### src/rtl/relprime_sequencer.sv
// relPrime controller: smallest m >= 2 coprime to n, via subtractive Euclid on a shared ALU.
// Optional RELPRIME_CYCLE_COUNT_EN adds a saturating busy-cycle counter output.
module relprime_sequencer #(
  parameter int WIDTH = 16
) (
  input  logic             CLK,
  input  logic             RST_N,
  input  logic             start,
  input  logic [WIDTH-1:0] register_value,
  output logic [WIDTH-1:0] out,
  output logic             busy,
  output logic             done,
  output logic             error,
  output logic             alu_req,
  input  logic             alu_gnt,
  output logic [WIDTH-1:0] alu_a,
  output logic [WIDTH-1:0] alu_b,
  input  logic [WIDTH-1:0] alu_result,
  input  logic             alu_lt,
  input  logic             alu_eq
`ifdef RELPRIME_CYCLE_COUNT_EN
  ,
  output logic [31:0]      cycles
`endif
);

  typedef enum logic [2:0] {
    IDLE, INIT, LOAD, SUB_AB, SUB_BA, NEXT, DONE
  } state_t;

  state_t           state;
  logic [WIDTH-1:0] n, m, a, b;
  logic [WIDTH-1:0] m_inc;
  logic             start_q;
  logic             start_edge;

  assign start_edge = start & ~start_q;
  assign m_inc      = m + WIDTH'(1);

  always_ff @(posedge CLK or negedge RST_N) begin
    if (!RST_N) begin
      state   <= IDLE;
      n       <= '0;
      m       <= '0;
      a       <= '0;
      b       <= '0;
      start_q <= 1'b0;
      out     <= '0;
      busy    <= 1'b0;
      done    <= 1'b0;
      error   <= 1'b0;
      alu_req <= 1'b0;
      alu_a   <= '0;
      alu_b   <= '0;
    end else begin
      start_q <= start;
      case (state)
        IDLE, DONE: begin
          if (start_edge) begin
            n     <= register_value;
            done  <= 1'b0;
            error <= 1'b0;
            if (register_value == '0) begin
              error <= 1'b1;
              done  <= 1'b1;
              state <= DONE;
            end else begin
              busy  <= 1'b1;
              state <= INIT;
            end
          end
        end
        INIT: begin
          m     <= WIDTH'(2);
          state <= LOAD;
        end
        LOAD: begin
          a       <= n;
          b       <= m;
          alu_req <= 1'b1;
          alu_a   <= n;
          alu_b   <= m;
          state   <= SUB_AB;
        end
        SUB_AB: begin
          if (alu_gnt) begin
            if (alu_eq) begin
              alu_req <= 1'b0;
              if (a == WIDTH'(1)) begin
                out   <= m;
                done  <= 1'b1;
                busy  <= 1'b0;
                state <= DONE;
              end else begin
                state <= NEXT;
              end
            end else if (alu_lt) begin
              alu_a <= b;
              alu_b <= a;
              state <= SUB_BA;
            end else begin
              a     <= alu_result;
              alu_a <= alu_result;
            end
          end
        end
        SUB_BA: begin
          if (alu_gnt) begin
            b     <= alu_result;
            alu_a <= a;
            alu_b <= alu_result;
            state <= SUB_AB;
          end
        end
        NEXT: begin
          m <= m_inc;
          if (m_inc == '0) begin
            error <= 1'b1;
            done  <= 1'b1;
            busy  <= 1'b0;
            state <= DONE;
          end else begin
            state <= LOAD;
          end
        end
        default: state <= IDLE;
      endcase
    end
  end

`ifdef RELPRIME_CYCLE_COUNT_EN
  logic accept;

  assign accept = start_edge && (state == IDLE || state == DONE);

  always_ff @(posedge CLK or negedge RST_N) begin
    if (!RST_N) begin
      cycles <= '0;
    end else if (accept) begin
      cycles <= '0;
    end else if (busy && cycles != '1) begin
      cycles <= cycles + 32'd1;
    end
  end
`endif

endmodule

### config.mk
export PLATFORM = sky130hd
export DESIGN_NAME = relprime_sequencer
export DESIGN_NICKNAME = d
export VERILOG_FILES = /design/src/rtl/relprime_sequencer.sv
export SDC_FILE = /design/constraint.sdc
export NUM_CORES = 1
export LEC_CHECK = 0
export CAP_MARGIN = 25
export CELL_PAD_IN_SITES_DETAIL_PLACEMENT = 0
export CELL_PAD_IN_SITES_GLOBAL_PLACEMENT = 2
export CORE_MARGIN = 4
export CORE_UTILIZATION = 36
export CTS_CLUSTER_SIZE = 20
export DETAILED_ROUTE_END_ITERATION = 7
export PLACE_DENSITY_LB_ADDON = 0.1
export SKIP_LAST_GASP = 1
export SLEW_MARGIN = 15
export SYNTH_ARGS = -nofsm -noshare
export SYNTH_HDL_FRONTEND = slang
export SYNTH_SLANG_ARGS = --single-unit
### constraint.sdc
create_clock -name CLK -period 7.2 [get_ports CLK]
set_clock_uncertainty 0.15 [all_clocks]
set_input_delay 0.72 -clock CLK [delete_from_list [all_inputs] [get_ports CLK]]
set_output_delay 0.72 -clock CLK [all_outputs]
set_load 0.03 [all_outputs]
==> results of run 1 <==
layout make-up:
type	count	area, um^2	area share
Tap cell	216	270	0.0353
Timing Repair Buffer	102	1010	0.132
Sequential cell	120	3000	0.392
Clock inverter	9	123	0.0160
Clock buffer	22	474	0.0619
Multi-Input combinational cell	447	2770	0.361
Inverter	4	15.0	0.00196
cell usage in the layout, fill, tap and decap left out, types with 17 or more instances in the layout:
cell type        instances
mux2_2                  32
clkdlybuf4s50_1         88
nor2_1                  78
clkbuf_16               17
dfrtp_1                120
a21oi_1                 53
mux2i_1                 25
and3_1                  19
a31oi_1                 18
a221oi_1                32
o21ai_0                 31
nand2_1                 79
through the flow:
stage          total power [mW]   util  hold slack, ns  cell area, um^2
2_1_floorplan              2.08      -           0.274             5980
3_3_place_gp               2.61  0.437           0.315             7020
3_5_place_dp               2.63  0.437           0.321             7020
4_1_cts                    3.50  0.474           0.333             7610
5_1_grt                    3.72  0.477          0.0747             7660
6_report                   3.47  0.477          0.0628             7660
worst paths after layout:
path	to	slack, ns	cells past startpoint
worst max-delay path	busy$_DFFE_PN0P_	4.19	6
worst min-delay path	out[6]$_DFFE_PN0P_	0.06	1
worst max register to register	busy$_DFFE_PN0P_	4.19	6
worst min register to register	alu_b[3]$_DFFE_PN0P_	0.33	2
max in group asynchronous	alu_a[14]$_DFFE_PN0P_	5.60	3
min in group CLK	alu_b[3]$_DFFE_PN0P_	0.33	2
synthesized netlist by cell type (all sizes together) (2+ instances only):
library cell and number:
a21oi 55, a221oi 32, a22o 5, a31oi 18, and3 19, buf 20, clkbuf 34, dfrtp 120
inv 4, mux2 32, mux2i 25, nand2 79, nand2b 3, nand3 8, nand4 4, nor2 80
nor3 10, nor3b 2, nor4 12, o21ai 36, or3 2, or4 4
cell families after synthesis:
logic type / after synthesis / share of synthesized area
and+or+nand+nor: 226 / 0.177
buffers and inverters: 58 / 0.0410
muxes: 57 / 0.102
AOI/OAI and AO/OA: 161 / 0.172
xor gates and xnor gates: 2 / 0.00293
DFF: 120 / 0.502
adders and majority gates: 1 / 0.00209
sequential cells by signal, summed over array words and instances (netlist names):
register,cells
a,16
alu_a,16
alu_b,16
alu_req,1
b,16
busy,1
done,1
error,1
m,16
n,16
out,16
start_q,1
state,3
metal layers:
| metal | routed length (um) | up-vias |
|---|---|---|
| met5 | 0 | - |
| met4 | 225 | 0 |
| met3 | 782 | 14 |
| met2 | 8590 | 125 |
| met1 | 7920 | 2531 |
| li1 | - | 2396 |
power by group:
group | total, mW | leakage, nW | switching (mW) | internal (mW)
Combinational | 1.42 | 1.47 | 0.853 | 0.565
Clock | 0.861 | 0.296 | 0.295 | 0.566
Sequential | 1.19 | 1.49 | 0.254 | 0.938
Total | 3.47 | 3.25 | 1.40 | 2.07
==> metrics.md, run 1 <==
| Metric | Value |
|---|---|
| H-tree levels | `4` |
| Max-slew violations | `0` |
| Crit path arrival time | `3.15 ns` |
| Die height | `137 um` |
| # DRC | `0` |
| CTS Buf Count | `17` |
| CP max stage delay | `0.91 ns` |
| CTS tree | `done` |
| Post-synth EDFFs | `0` |
| Routability cong. | `0.807` |
| Io pins | `90` |
| Largest cells by area after synthesis | `dfrtp_1, mux2_2, nor2_1, nand2_1, a221oi_1` |
| Slowest CP cell | `nor3_4` |
| CTS Hold Bufs | `0` |
| Wirelength per Cell | `19.0 um` |
| FP Rows | `46` |
| Slew margin rel. | `0.381` |
| Sink Count | `120` |
| Die area | `18700 um^2` |
| Critical path capture point type | `flip-flop` |
| Leak Pwr | `3.25 nW` |
| CP Data Required Time | `7.34 ns` |
| Synth Register Bits | `120` |
| Final worst slack | `4.19 ns` |
| Global-route wire length before repair | `28.3 mm` |
| Clock latency on the worst-skew pair | `0.41 ns` |
| Total GRT Usage | `0.196` |
| Vias in the first global route | `5115` |
| Area delta synth->final | `28.2%` |
| Crit path launch type | `flip-flop` |
| GRT overflow | `0` |
| Final Critical Period | `3.01 ns` |
| Vias | `5066` |
| Yosys top cell by area | `dfrtp_1` |
| Number of fill cells | `1475` |
| WS Path Type | `flip-flop to flip-flop` |
| Layout cells sized above 1 | `0.125` |
| Final ANT Viol Nets | `0` |
| 1st-pass router iterations | `4` |
| First DRT Iteration DRCs | `283` |
| Buffers & Inverters on Critical Path | `0` |
| Worst path most repeated cell | `nand2_1` |
| Cell area after synthesis | `5980 um^2` |
| Power per cell area | `453 nW/um^2` |
| Post-route insts no fill | `920` |
| Final Hold Vio Count | `0` |
| Status | `finished clean` |
| Diodes inserted | `0` |
| Initial antenna violation count | `0` |
| Register area share after synthesis | `0.502` |
| Met2 global-route usage | `0.315` |
| Synth cell types | `51` |
| Initial core utilization | `0.372` |
| CP Launch Point | `state[2]$_DFFE_PN0P_` |
| Max rail drop VDD | `387 uV` |
| Vias per cell | `5.51` |
| Die span in x | `137 um` |
| CTS Buffer Depth | `2` |
| Met3 Usage GRT | `0.0438` |
| Worst-Margin Slew | `0.926 ns` |
| DP Cell Count | `887` |
| Highest clock rate | `332 MHz` |
| CTS Root Cell | `clkbuf_16` |
| Post-DP HPWL | `12.5 mm` |
| Period utilisation layout | `0.418` |
| Syn avg cell area | `9.57 um^2` |
| Final setup fails | `0` |
| Post-CTS setup buffers | `0` |
| Setup TNS | `0 ns` |
| Max-Cap Viols | `0` |
| Most used DFF post-synth | `dfrtp_1` |
| # nets final | `731` |
| R2R Path Start | `state[2]$_DFFE_PN0P_` |
| Routed WL | `17.5 mm` |
| Worst min path class | `input pin to asynchronous set/reset pin` |
| Post-CTS Resized | `0` |
| Top cell type's share of synthesized area | `0.502` |
| Mapped Cells | `625` |
| Critical Path, Cell by Cell | `and2b_1, nand2_1, nor3_4, o31ai_1, o311ai_1, nand2_1` |
| Ys async rst share | `1.00` |
| GRT met1 Usage | `0.270` |
| CP Max Fanout | `19` |
| Unrepaired setup endpoints after global routing | `false` |
| Dpl ws | `3.99 ns` |
| Port bufs | `89` |
| GRT busiest layer | `met2` |
| Worst path top cell family by delay | `simple AND/OR/NAND/NOR gates` |
| Clock slew at reported path FFs | `0.06 ns` |
| Syn Nets | `664` |
| Ys Warns | `0` |
| Largest net degree at the start of global routing | `73` |
| Core Area | `16100 um^2` |
No activity file was read; power rests on OpenSTA's default activity.
==> run 2: changes to the inputs <==
Settings changed: CORE_UTILIZATION 36 to 31.
Clock period 7.2 ns to 2.65 ns, I/O delays scaled along.
==> metrics.md, run 2 (same netlist as run 1, synthesis figures left out) <==
| Metric | Value |
|---|---|
| Vias in the first global route | `5257 (was 5115)` |
| Core Util, Final | `0.423 (was 0.477)` |
| Status | `finished clean (unchanged)` |
| Leak Pwr | `3.40 nW (was 3.25 nW)` |
| WS Path Type | `flip-flop to flip-flop (unchanged)` |
| FP Rows | `50 (was 46)` |
| Hold slack | `0.175 ns (was 0.0628 ns)` |
| First DRT Iteration DRCs | `274 (was 283)` |
| Clock slew at reported path FFs | `0.06 ns (about the same)` |
| CP Max Fanout | `8 (was 19)` |
| Crit path arrival time | `2.72 ns (was 3.15 ns)` |
| Sink Count | `120 (unchanged)` |
| Crit path launch type | `flip-flop (unchanged)` |
| # nets final | `759 (was 731)` |
| Critical Path, Cell by Cell | `nand3_1, or4_1, mux2i_1, a2111o_1, o311ai_1, nand2_1 (was and2b_1, nand2_1, nor3_4, o31ai_1, o311ai_1, nand2_1)` |
| Max-Cap Viols | `0 (unchanged)` |
| Die span in x | `147 um (was 137 um)` |
| Worst min path class | `input pin to flip-flop (was input pin to asynchronous set/reset pin)` |
| CP max stage delay | `0.60 ns (was 0.91 ns)` |
| GRT overflow | `0 (unchanged)` |
| DP Area | `7330 um^2 (was 7020 um^2)` |
| Largest net degree at the start of global routing | `52 (was 73)` |
| Global-route wire length before repair | `30.3 mm (was 28.3 mm)` |
| CTS Buffer Depth | `2 (unchanged)` |
| H-tree levels | `4 (unchanged)` |
| Final Hold Vio Count | `0 (unchanged)` |
| Port bufs | `89 (unchanged)` |
| Unrepaired setup endpoints after global routing | `false (unchanged)` |
| Routed WL | `19.1 mm (was 17.5 mm)` |
| CTS Buf Count | `17 (unchanged)` |
| Most common cell after layout, fill and taps aside | `dfrtp_1 (unchanged)` |
| DP Cell Count | `959 (was 887)` |
| # DRC | `0 (unchanged)` |
| Area delta synth->final | `33.2% (was 28.2%)` |
| Vias per cell | `5.35 (was 5.51)` |
| Worst-Margin Slew | `0.775 ns (was 0.926 ns)` |
| Critical path capture point type | `flip-flop (unchanged)` |
| Power per cell area | `1220 nW/um^2 (was 453 nW/um^2)` |
| Max-slew violations | `0 (unchanged)` |
| Period utilisation layout | `0.972 (was 0.418)` |
| Clock latency on the worst-skew pair | `0.42 ns (was 0.41 ns)` |
| Worst path top cell family by delay | `simple AND/OR/NAND/NOR gates (unchanged)` |
| Buffers & Inverters on Critical Path | `0 (unchanged)` |
| 1st-pass router iterations | `5 (was 4)` |
| CTS Root Cell | `clkbuf_16 (unchanged)` |
| Io pins | `90 (unchanged)` |
| Total GRT Usage | `0.180 (was 0.196)` |
| Slowest CP cell | `or4_1 (was nor3_4)` |
| Final setup fails | `0 (unchanged)` |
| Total power draw | `9.69 mW (was 3.47 mW)` |
| Post-DP HPWL | `13.9 mm (was 12.5 mm)` |
| Final instance area | `7960 um^2 (was 7660 um^2)` |
| CTS tree | `done (unchanged)` |
| Max rail drop VDD | `823 uV (was 387 uV)` |
| Layout cells sized above 1 | `0.161 (was 0.125)` |
| Initial antenna violation count | `0 (unchanged)` |
| CP Data Required Time | `2.79 ns (was 7.34 ns)` |
| Routability cong. | `0.828 (was 0.807)` |
| Slew margin rel. | `0.483 (was 0.381)` |
| Initial core utilization | `0.317 (was 0.372)` |
| Most frequent cells in the layout | `dfrtp_1, clkdlybuf4s50_1, nand2_1 (unchanged)` |
| Final ANT Viol Nets | `0 (unchanged)` |
| Die height | `147 um (was 137 um)` |
| Highest clock rate | `388 MHz (was 332 MHz)` |
| Final Critical Period | `2.58 ns (was 3.01 ns)` |
| Die area | `21600 um^2 (was 18700 um^2)` |
| Diodes inserted | `0 (unchanged)` |
| Core Area | `18800 um^2 (was 16100 um^2)` |
| Wirelength per Cell | `19.3 um (was 19.0 um)` |
| Post-route insts no fill | `992 (was 920)` |
| Vias | `5308 (was 5066)` |
| Post-CTS setup buffers | `0 (unchanged)` |
## run 2: cell type report
class,count,area (um^2)
Inverter,4,15.0
Clock inverter,7,90.1
Fill cell,1854,10900
Sequential cell,120,3000
Clock buffer,24,512
Multi-Input combinational cell,447,2770
Timing Repair Buffer,130,1250
Tap cell,260,325
## run 2: final timing paths
check,startpoint,end,slack (ns),depth (start not counted)
hold / removal,start,start_q$_DFF_PN0_,0.18,1
setup / recovery,m[10]$_DFFE_PN0P_,busy$_DFFE_PN0P_,0.07,6
max in group asynchronous,RST_N,alu_a[5]$_DFFE_PN0P_,1.24,3
setup reg to reg,m[10]$_DFFE_PN0P_,busy$_DFFE_PN0P_,0.07,6
hold reg to reg,alu_b[3]$_DFFE_PN0P_,alu_b[3]$_DFFE_PN0P_,0.33,2
min in group asynchronous,RST_N,out[6]$_DFFE_PN0P_,0.32,2
## run 2: worst register-to-register path, delay by kind of cell (launching register included)
kind / cells / cell delay, ns
multiplexers: 1 / 0.15
AND/OR/NAND/NOR: 3 / 0.91
AO/OA/AOI/OAI: 2 / 0.72
flip-flops: 1 / 0.52
## run 2: power by group
part	leakage (nW)	internal [mW]	switching [mW]
sequential	1.49	2.55	0.612
combinational	1.62	1.67	2.50
clock	0.294	1.52	0.833
## run 2: what timing repair did
item,CTS,global route
resized for setup,0,2
endpoints found under the setup margin,0,2
hold endpoints to repair,47,0
hold buffers,1,0
## run 2: through the flow
step	setup WS, ns	setup TNS [ns]
floorplan	0.308	0
global placement	-0.0981	-0.101
detailed placement	-0.104	-0.111
CTS	0.129	0
global route	0.0225	0
finish	0.0744	0
## run 2: layer usage
layer,routed length (um),vias to the layer above,track usage
li1,-,2464,-
met1,8900,2697,0.246
met2,9080,118,0.282
met3,796,29,0.0419
met4,361,0,0.0593
met5,0,-,0
==> run 3: changes to the inputs <==
--- a/config.mk
+++ b/config.mk
@@ -10,5 +10,5 @@
 export CELL_PAD_IN_SITES_GLOBAL_PLACEMENT = 2
 export CORE_MARGIN = 4
-export CORE_UTILIZATION = 31
+export CORE_UTILIZATION = 36
 export CTS_CLUSTER_SIZE = 20
 export DETAILED_ROUTE_END_ITERATION = 7
==> constraint.sdc (replaced) <==
create_clock -name CLK -period 3.2 [get_ports CLK]
set_clock_uncertainty 0.15 [all_clocks]
set_input_delay 0.64 -clock CLK [delete_from_list [all_inputs] [get_ports CLK]]
set_output_delay 0.64 -clock CLK [all_outputs]
set_load 0.03 [all_outputs]
==> metrics.md, run 3 (same netlist as run 1, synthesis figures left out) <==
| Metric | Value |
|---|---|
| Status | `finished clean (unchanged)` |
| Dpl ws | `0.213 ns (was -0.104 ns)` |
| Hold slack | `0.0743 ns (was 0.175 ns)` |
| Vias per cell | `5.47 (was 5.35)` |
| Diodes inserted | `0 (unchanged)` |
| DP Area | `7150 um^2 (was 7330 um^2)` |
| # nets final | `744 (was 759)` |
| Unrepaired setup endpoints after global routing | `false (unchanged)` |
| First DRT Iteration DRCs | `289 (was 274)` |
| Sw Ratio | `0.406 (was 0.407)` |
| Area delta synth->final | `28.6% (was 33.2%)` |
| Leak Pwr | `3.29 nW (was 3.40 nW)` |
| CTS Buf Count | `17 (unchanged)` |
| Vias in the first global route | `5181 (was 5257)` |
| Final instance area | `7690 um^2 (was 7960 um^2)` |
| Met2 global-route usage | `0.321 (was 0.282)` |
| Buffers & Inverters on Critical Path | `0 (unchanged)` |
| H-tree levels | `4 (unchanged)` |
| Global-route wire length before repair | `28.3 mm (was 30.3 mm)` |
| Max-slew violations | `0 (unchanged)` |
| Highest clock rate | `373 MHz (was 388 MHz)` |
| Critical Path, Cell by Cell | `nand4_4, or4_1, xnor2_1, a2111o_1, nor3_1, o31a_1 (was nand3_1, or4_1, mux2i_1, a2111o_1, o311ai_1, nand2_1)` |
| Largest net degree at the start of global routing | `54 (was 52)` |
| # DRC | `0 (unchanged)` |
| GRT busiest layer | `met2 (unchanged)` |
| Post-DP HPWL | `12.9 mm (was 13.9 mm)` |
| Period utilisation layout | `0.837 (was 0.972)` |
| CTS Root Cell | `clkbuf_16 (unchanged)` |
| 1st-pass router iterations | `5 (unchanged)` |
| Core Area | `16100 um^2 (was 18800 um^2)` |
| FP Rows | `46 (was 50)` |
| Die height | `137 um (was 147 um)` |
| Routability cong. | `0.798 (was 0.828)` |
| Layout cells sized above 1 | `0.136 (was 0.161)` |
| Final Critical Period | `2.68 ns (was 2.58 ns)` |
| Final setup fails | `0 (unchanged)` |
| Worst-Margin Slew | `0.602 ns (was 0.775 ns)` |
| Most frequent cells in the layout | `dfrtp_1, clkdlybuf4s50_1, nand2_1 (unchanged)` |
| Worst path top cell family by delay | `simple AND/OR/NAND/NOR gates (unchanged)` |
| Power per cell area | `1000 nW/um^2 (was 1220 nW/um^2)` |
| Setup TNS | `0 ns (unchanged)` |
| CTS tree | `done (unchanged)` |
| GRT overflow | `0 (unchanged)` |
| Final Hold Vio Count | `0 (unchanged)` |
| Max-Cap Viols | `0 (unchanged)` |
| WS Path Type | `flip-flop to flip-flop (unchanged)` |
| Met3 Usage GRT | `0.0474 (was 0.0419)` |
| Crit path arrival time | `2.88 ns (was 2.72 ns)` |
| Routed WL | `17.5 mm (was 19.1 mm)` |
| Slew margin rel. | `0.599 (was 0.483)` |
| Port bufs | `89 (unchanged)` |
| CTS Hold Bufs | `0 (was 1)` |
| Initial antenna violation count | `0 (unchanged)` |
| Die area | `18700 um^2 (was 21600 um^2)` |
| Psw | `3.13 mW (was 3.95 mW)` |
| Crit path launch type | `flip-flop (unchanged)` |
| Worst min path class | `input pin to asynchronous set/reset pin (was input pin to flip-flop)` |
| Critical path capture point type | `flip-flop (unchanged)` |
| CP max stage delay | `0.60 ns (about the same)` |
| Internal power | `4.57 mW (was 5.74 mW)` |
| Final worst slack | `0.521 ns (was 0.0744 ns)` |
| Reg power frac | `0.342 (was 0.326)` |
| Die span in x | `137 um (was 147 um)` |
| Max rail drop VDD | `571 uV (was 823 uV)` |
| Most common cell after layout, fill and taps aside | `dfrtp_1 (unchanged)` |
| Vias | `5084 (was 5308)` |
| Sink Count | `120 (unchanged)` |
| Clock slew at reported path FFs | `0.05 ns (was 0.06 ns)` |
| Post-CTS setup buffers | `0 (unchanged)` |
| Initial core utilization | `0.372 (was 0.317)` |
| Slowest CP cell | `dfrtp_1 (was or4_1)` |
| Total GRT Usage | `0.198 (was 0.180)` |
| Post-CTS Resized | `0 (unchanged)` |
| Combinational power share | `0.430 (about the same)` |
| Final ANT Viol Nets | `0 (unchanged)` |
| Clock latency on the worst-skew pair | `0.41 ns (was 0.42 ns)` |
| CP Max Fanout | `10 (was 8)` |
| GRT met1 Usage | `0.262 (was 0.246)` |
| Wirelength per Cell | `18.8 um (was 19.3 um)` |
| CTS Buffer Depth | `2 (unchanged)` |
| Io pins | `90 (unchanged)` |
| CP Data Required Time | `3.40 ns (was 2.79 ns)` |
| Clock network power share | `0.229 (was 0.243)` |
| Number of fill cells | `1521 (was 1854)` |
## run 3: cell count changes in the layout (fill, tap and decap cells not counted), moves of 2 or more
cell	before	now
buf_12	4	1
buf_4	36	25
clkbuf_1	1	3
clkbuf_8	6	4
clkinvlp_4	2	0
## run 3: power by group through the flow
stage | sequential [mW] | clock, mW | combinational (mW)
after detailed placement | 2.66 | 0 | 3.34
after global routing | 2.71 | 1.87 | 3.67
after floorplan | 2.89 | 0 | 1.78
final | 2.63 | 1.76 | 3.31
after global placement | 2.65 | 0 | 3.27
after CTS | 2.64 | 1.81 | 3.35
## run 3: final cells by class
| type | instances | area [um^2] | share of cell area |
|---|---|---|---|
| clock inverters | 4 | 45.0 | 0.00586 |
| clock buffers | 24 | 492 | 0.0640 |
| multi-input cells | 447 | 2760 | 0.359 |
| flip-flops and latches | 120 | 3000 | 0.391 |
| repair buffers | 115 | 1100 | 0.144 |
| inverters | 4 | 15.0 | 0.00195 |
| well taps | 216 | 270 | 0.0352 |
## run 3: worst reg2reg max path, stage by stage, from the launching register on
cell	delay, ns
dfrtp_1	0.60
nand4_4	0.23
or4_1	0.58
xnor2_1	0.17
a2111o_1	0.44
nor3_1	0.29
o31a_1	0.16
## run 3: path summary, 6_finish.rpt
| kind | startpoint | slack, ns | cells after the start | end |
|---|---|---|---|---|
| setup / recovery | m[3]$_DFFE_PN0P_ | 0.52 | 6 | error$_DFFE_PN0P_ |
| hold / removal | RST_N | 0.07 | 1 | out[6]$_DFFE_PN0P_ |
| setup reg to reg | m[3]$_DFFE_PN0P_ | 0.52 | 6 | error$_DFFE_PN0P_ |
| hold reg to reg | alu_b[3]$_DFFE_PN0P_ | 0.32 | 2 | alu_b[3]$_DFFE_PN0P_ |
| max in group asynchronous | RST_N | 2.02 | 2 | out[13]$_DFFE_PN0P_ |
| min in group CLK | alu_b[3]$_DFFE_PN0P_ | 0.32 | 2 | alu_b[3]$_DFFE_PN0P_ |
## run 3: metal layers
layer,vias to the layer above,part of all wire
met1,2524,0.45
li1,2438,-
met4,0,0.0078
met3,15,0.046
met5,-,0
met2,107,0.50
## run 3: stage by stage
stage	utilization	instances	power, mW
2_1_floorplan	-	625	4.67
3_3_place_gp	0.444	901	5.92
3_5_place_dp	0.445	902	6.00
4_1_cts	0.479	930	7.80
5_1_grt	0.479	930	8.25
6_report	0.479	930	7.70
